File: src/rtl/load_store_unit_if.sv
// Request, response and data_memory signals of the load/store unit.
// The unit uses the slave side; the execute stage plus memory model use the master side.
interface load_store_unit_if;
  logic        req_valid;
  logic        req_ready;
  logic        req_write;
  logic [1:0]  req_size;
  logic        req_signed;
  logic [31:0] req_addr;
  logic [31:0] req_wdata;
  logic        resp_valid;
  logic        resp_ready;
  logic [31:0] resp_rdata;
  logic        resp_error;
  logic [31:0] mem_rnum;
  logic [31:0] mem_wnum;
  logic [31:0] mem_wdata;
  logic        mem_write;
  logic [31:0] mem_rdata;

  modport slave (
    input  req_valid, req_write, req_size, req_signed, req_addr, req_wdata,
    input  resp_ready, mem_rdata,
    output req_ready, resp_valid, resp_rdata, resp_error,
    output mem_rnum, mem_wnum, mem_wdata, mem_write
  );

  modport master (
    output req_valid, req_write, req_size, req_signed, req_addr, req_wdata,
    output resp_ready, mem_rdata,
    input  req_ready, resp_valid, resp_rdata, resp_error,
    input  mem_rnum, mem_wnum, mem_wdata, mem_write
  );
endinterface

File: src/rtl/load_store_unit.sv
// Byte/half/word load-store front end for a word-only data memory.
// state | meaning
// IDLE  | ready for a request
// LOAD  | read addressed word, capture extended lane data
// RMW   | read addressed word, merge sub-word store data
// STORE | single-cycle memory write
// ERR   | request rejected, flag error
// RESP  | hold response until consumed
module load_store_unit #(
  parameter int SIZE = 64
) (
  input logic              clock,
  input logic              reset,
  load_store_unit_if.slave bus
);

  typedef enum logic [2:0] {IDLE, LOAD, RMW, STORE, ERR, RESP} state_t;

  state_t      state, state_next;
  logic [1:0]  size_q;
  logic        signed_q;
  logic [29:0] idx_q;
  logic [1:0]  lane_q;
  logic [31:0] wdata_q;
  logic [31:0] rdata_q;
  logic        error_q;

  logic        accept;
  logic        bad;
  logic [7:0]  lane_byte;
  logic [15:0] lane_half;
  logic [31:0] load_ext;
  logic [31:0] merged;

  assign accept = bus.req_valid && (state == IDLE);
  assign bad = (bus.req_size == 2'b11) ||
               ((bus.req_size == 2'b01) && bus.req_addr[0]) ||
               ((bus.req_size == 2'b10) && (bus.req_addr[1:0] != 2'b00)) ||
               (bus.req_addr[31:2] >= 30'(SIZE));

  always_ff @(posedge clock or posedge reset) begin
    if (reset) state <= IDLE;
    else       state <= state_next;
  end

  always_comb begin
    state_next = state;
    case (state)
      IDLE: begin
        if (accept) begin
          if (bad)                         state_next = ERR;
          else if (!bus.req_write)         state_next = LOAD;
          else if (bus.req_size == 2'b10)  state_next = STORE;
          else                             state_next = RMW;
        end
      end
      LOAD:    state_next = RESP;
      RMW:     state_next = STORE;
      STORE:   state_next = RESP;
      ERR:     state_next = RESP;
      RESP:    if (bus.resp_ready) state_next = IDLE;
      default: state_next = IDLE;
    endcase
  end

  always_comb begin
    lane_byte = bus.mem_rdata[{lane_q, 3'b000} +: 8];
    lane_half = lane_q[1] ? bus.mem_rdata[31:16] : bus.mem_rdata[15:0];
    case (size_q)
      2'b00:   load_ext = {{24{signed_q & lane_byte[7]}}, lane_byte};
      2'b01:   load_ext = {{16{signed_q & lane_half[15]}}, lane_half};
      default: load_ext = bus.mem_rdata;
    endcase
    merged = bus.mem_rdata;
    if (size_q == 2'b00) merged[{lane_q, 3'b000} +: 8]   = wdata_q[7:0];
    else                 merged[{lane_q[1], 4'b0000} +: 16] = wdata_q[15:0];
  end

  // wdata_q doubles as the memory write data: raw store data, or the merged word after RMW
  always_ff @(posedge clock or posedge reset) begin
    if (reset) begin
      size_q   <= 2'b00;
      signed_q <= 1'b0;
      idx_q    <= '0;
      lane_q   <= 2'b00;
      wdata_q  <= '0;
      rdata_q  <= '0;
      error_q  <= 1'b0;
    end else begin
      if (accept) begin
        size_q   <= bus.req_size;
        signed_q <= bus.req_signed;
        idx_q    <= bus.req_addr[31:2];
        lane_q   <= bus.req_addr[1:0];
        wdata_q  <= bus.req_wdata;
        rdata_q  <= '0;
        error_q  <= 1'b0;
      end
      if (state == LOAD) rdata_q <= load_ext;
      if (state == RMW)  wdata_q <= merged;
      if (state == ERR) begin
        rdata_q <= '0;
        error_q <= 1'b1;
      end
      if ((state == RESP) && bus.resp_ready) error_q <= 1'b0;
    end
  end

  assign bus.req_ready  = (state == IDLE);
  assign bus.resp_valid = (state == RESP);
  assign bus.resp_rdata = rdata_q;
  assign bus.resp_error = error_q;
  assign bus.mem_rnum   = {2'b00, idx_q};
  assign bus.mem_wnum   = {2'b00, idx_q};
  assign bus.mem_wdata  = wdata_q;
  assign bus.mem_write  = (state == STORE);

endmodule
File: src/flat_wrapper.sv
// flat-port wrapper written by rule: the top's interface ports become plain ports
module load_store_unit_flat 
#(
  parameter int SIZE = 64
)
  (clock, reset, bus_req_valid, bus_req_write, bus_req_size, bus_req_signed, bus_req_addr, bus_req_wdata, bus_resp_ready, bus_mem_rdata, bus_req_ready, bus_resp_valid, bus_resp_rdata, bus_resp_error, bus_mem_rnum, bus_mem_wnum, bus_mem_wdata, bus_mem_write);
  load_store_unit_if bus_i ();
  input logic clock;
  input logic reset;
  input wire logic [$bits(bus_i.req_valid)-1:0] bus_req_valid;
  input wire logic [$bits(bus_i.req_write)-1:0] bus_req_write;
  input wire logic [$bits(bus_i.req_size)-1:0] bus_req_size;
  input wire logic [$bits(bus_i.req_signed)-1:0] bus_req_signed;
  input wire logic [$bits(bus_i.req_addr)-1:0] bus_req_addr;
  input wire logic [$bits(bus_i.req_wdata)-1:0] bus_req_wdata;
  input wire logic [$bits(bus_i.resp_ready)-1:0] bus_resp_ready;
  input wire logic [$bits(bus_i.mem_rdata)-1:0] bus_mem_rdata;
  output wire logic [$bits(bus_i.req_ready)-1:0] bus_req_ready;
  output wire logic [$bits(bus_i.resp_valid)-1:0] bus_resp_valid;
  output wire logic [$bits(bus_i.resp_rdata)-1:0] bus_resp_rdata;
  output wire logic [$bits(bus_i.resp_error)-1:0] bus_resp_error;
  output wire logic [$bits(bus_i.mem_rnum)-1:0] bus_mem_rnum;
  output wire logic [$bits(bus_i.mem_wnum)-1:0] bus_mem_wnum;
  output wire logic [$bits(bus_i.mem_wdata)-1:0] bus_mem_wdata;
  output wire logic [$bits(bus_i.mem_write)-1:0] bus_mem_write;
  assign bus_i.req_valid = bus_req_valid;
  assign bus_i.req_write = bus_req_write;
  assign bus_i.req_size = bus_req_size;
  assign bus_i.req_signed = bus_req_signed;
  assign bus_i.req_addr = bus_req_addr;
  assign bus_i.req_wdata = bus_req_wdata;
  assign bus_i.resp_ready = bus_resp_ready;
  assign bus_i.mem_rdata = bus_mem_rdata;
  assign bus_req_ready = bus_i.req_ready;
  assign bus_resp_valid = bus_i.resp_valid;
  assign bus_resp_rdata = bus_i.resp_rdata;
  assign bus_resp_error = bus_i.resp_error;
  assign bus_mem_rnum = bus_i.mem_rnum;
  assign bus_mem_wnum = bus_i.mem_wnum;
  assign bus_mem_wdata = bus_i.mem_wdata;
  assign bus_mem_write = bus_i.mem_write;
  load_store_unit #(.SIZE(SIZE)) u_core (.clock(clock), .reset(reset), .bus(bus_i));
endmodule
File: config.mk
export PLATFORM = sky130hd
export DESIGN_NAME = load_store_unit_flat
export DESIGN_NICKNAME = d
export VERILOG_FILES = /design/src/rtl/load_store_unit_if.sv /design/src/rtl/load_store_unit.sv /design/src/flat_wrapper.sv
export SDC_FILE = /design/constraint.sdc
export NUM_CORES = 1
export LEC_CHECK = 0
export ABC_AREA = 1
export BUFFER_PORTS_ARGS = -buffer_cell sky130_fd_sc_hd__buf_2
export CAP_MARGIN = 20
export CORE_MARGIN = 1
export CORE_UTILIZATION = 30
export CTS_CLUSTER_DIAMETER = 30
export DETAILED_ROUTE_END_ITERATION = 8
export HOLD_SLACK_MARGIN = 0.06
export PLACE_DENSITY = 0.6
export SKIP_LAST_GASP = 1
export SYNTH_ARGS = -nofsm -noshare
export SYNTH_HDL_FRONTEND = slang
export SYNTH_SLANG_ARGS = --single-unit
File: constraint.sdc
create_clock -name clock -period 4.69 [get_ports clock]
set_input_delay 0.2345 -clock clock [delete_from_list [all_inputs] [get_ports clock]]
set_output_delay 0.2345 -clock clock [all_outputs]
set_load 0.1 [all_outputs]
==> run metrics <==
status=finished, final reports clean; CP required=about 5 ns; final antenna diode count=0; number of antenna violations at the first check in global routing=0; layout cell share with drive strength beyond 1=between 20% and 30%; most used flip-flop cell after synthesis=dfrtp_1; area share of the largest cell type after synthesis=between 40% and 50%; clock net sink count=between 100 and 150; cell taking the most area after synthesis=dfrtp_1; number of rows in the core area=51; main area contributors after synthesis=dfrtp_1 42%, nand2_1 21%, o21ai_0 6.1%; Yosys warnings=0; total area of multi-input combinational cells=between 2000 and 3000 um^2; gp weighted congestion=slightly below 0.9; overall die height=about 150 um; maximum clock skew at final layout=around 0.006 ns; count of different cell masters after synthesis=32; startpoint of the worst register-to-register path=u_core.state[0]; post-synthesis area per instance=slightly above 7 um^2; Pre-antenna DRT Iters=5; core footprint=~20,000 um^2; WL final=20,960 um; Max Fclk=0.3348 GHz; number of I/O port buffers=approximately 230; clock slew at the register clock pins of the worst setup and hold paths=roughly 0.07 ns; worst path arrival time=~3.3 ns; fin. max-slew vios=0; number of enable-type register cells in the synthesized netlist=0; Post-layout nets=about 1,200; most frequent cell after synthesis=nand2_1; capturing element type of the critical path=flip-flop; vias after detailed routing=about 6,100; setup bufs post-CTS=0; largest fanout of any net on the critical path=just over 60; reg-to-reg setup timing slack=around 1.7 ns; Worst Tran Pin Value=between 0.9 and 1 ns; pin count of the biggest net entering global routing=64; global route overflow=0; DPL Wire Length=~16,000 um; combined area of all synthesized cells=between 6000 and 7000 um^2; Routed Antenna Nets=0; Max-Slew Margin vs Limit=36.83%; chip width=145.1 um; Gates resized, CTS repair=0; register bit count reported by yosys=roughly 100; hold buffers post-CTS=0; First DRT Iteration DRCs=535; Hold Violations, Final=0; area of the die=21,060 um^2; crit path kind=reg2reg; CTS Buf Count=9; Finish-stage setup viols=0; root buffer selected by CTS=clkbuf_16; RSZ-0062 raised after global routing=false; Maximum Capacitance Violations=0; end of the worst register-to-register path=u_core.bus.mem_wdata[7]; min-delay worst type=in2async; sequential element share of the synthesized area=41.95%; Wirelength per Cell=around 16 um; first element of the critical path=u_core.state[0]; final critical-path share of the clock period=between 60 and 70%; post-layout min period=between 2 and 3 ns; top cells by count, synth=345 x nand2_1, 103 x dfrtp_1, 75 x o21ai_0; Worst setup SP type=flip-flop; wire length of the first global-routing pass=between 30,000 and 40,000 um; Total Routing Usage GR=roughly a fifth; H-tree lvl count=3; CP endpoint=u_core.bus.mem_wdata[7]; Storage cell area=between 2000 and 3000 um^2; post-detailed-route DRC marker count=0; FFs w/ async S/R, synth=100.0%; Worst Reg-to-Reg Cells=11; vias in the first global route=roughly 5,800; clk_lat worst skew=about 0.35 ns; growth of design area from synthesis to finish=22.56%; Filler Cells Inserted=approximately 2,200; Max clock buf depth=2; Fin Setup TNS=0 ns; I/O pin cnt=~240; via density per instance=about 4.6; Syn Inst Count=a little under 900; starting utilization of the core area=31.06%; clock tree from TritonCTS=built
metal layers:
metal | vias to the layer above | global-route usage, % | share of wire (%)
met5 | - | 0 | 0
met4 | 0 | 7.421 | 1.9
met3 | 26 | 2.453 | 5.8
met2 | 213 | 30.05 | 46
met1 | 2783 | 28.73 | 47
li1 | 3070 | - | -
worst min path at each step:
stage,to,slack [ns],depth (start not counted)
floorplan,u_core.signed_q,0.35,2
global placement,u_core.idx_q[23],0.44,2
detailed placement,u_core.idx_q[21],0.44,2
CTS,u_core.idx_q[23],0.07,2
global route,u_core.idx_q[2],0.1,3
finish,u_core.idx_q[23],0.03,2
registers in the layout (all words and copies together) (netlist names):
| register | count |
|---|---|
| u_core.idx_q | 30 |
| u_core.state | 3 |
| u_core.signed_q | 1 |
| u_core.lane_q | 2 |
| u_core.bus.resp_error | 1 |
| u_core.bus.resp_rdata | 32 |
| u_core.size_q | 2 |
| u_core.bus.mem_wdata | 32 |
area by class of cell:
| type | instances | share of cell area (%) |
|---|---|---|
| Timing Repair Buffer | 236 | 15.85 |
| Inverter | 81 | 4.137 |
| Clock inverter | 3 | 0.5649 |
| Tap cell | 265 | 4.403 |
| Sequential cell | 103 | 34.22 |
| Clock buffer | 13 | 3.323 |
| Multi-Input combinational cell | 616 | 37.50 |
layout by cell type, fill, tap and decap left out:
master,count
a31oi_1,2
conb_1,4
nor3_4,1
o211ai_1,22
or2_2,3
nand3_2,1
buf_2,231
inv_1,71
o22ai_1,18
bufinv_16,1
nand2_1,345
buf_4,5
nand3_4,1
clkbuf_8,1
o21ai_1,6
o21a_1,1
o21ai_0,75
inv_4,1
clkbuf_16,9
ha_1,5
nor2_4,2
nand4_1,1
nor2_8,2
clkinv_2,1
clkinvlp_4,1
nand2_2,5
nand2_4,2
clkbuf_1,3
o21ai_2,1
nor2_1,50
inv_2,8
nand3_1,36
nand2_8,1
dfrtp_1,103
nor2_2,5
inv_6,1
a21oi_1,27
stage by stage:
| stage | instance area (um^2) | hold WS (ns) | utilization (%) | cells | worst slack, ns |
|---|---|---|---|---|---|
| 4_1_cts | 7531 | 0.06881 | 38.07 | 1317 | 1.721 |
| 5_1_grt | 7531 | 0.09694 | 38.07 | 1317 | 1.359 |
| 6_report | 7531 | 0.03243 | 38.07 | 1317 | 1.704 |
| 2_1_floorplan | 6156 | 0.3512 | - | 869 | 1.752 |
| 3_5_place_dp | 7238 | 0.4423 | 36.59 | 1301 | 1.733 |
| 3_3_place_gp | 7238 | 0.4384 | 36.59 | 1301 | 1.820 |
worst max-delay path: stages (launching register included):
cell and delay [ns]:
dfrtp_1 0.42, inv_1 0.10, nand2_1 0.06, nor2_2 0.13
nand2_2 0.54, nand2_2 0.62, nand2_1 0.38, inv_2 0.26
nand2_4 0.11, inv_2 0.13, nand2_1 0.07, nand2_1 0.06
cells by family after synthesis:
logic type	share of synthesized area (%)
AOI/OAI and AO/OA	13.79
and+or+nand+nor	30.91
other	0.06103
DFF	41.95
adders and majority gates	1.018
buffers and inverters	12.28
Power is not shown: default switching activity piles up to over one toggle a cycle in this logic, so the estimate is an artifact.
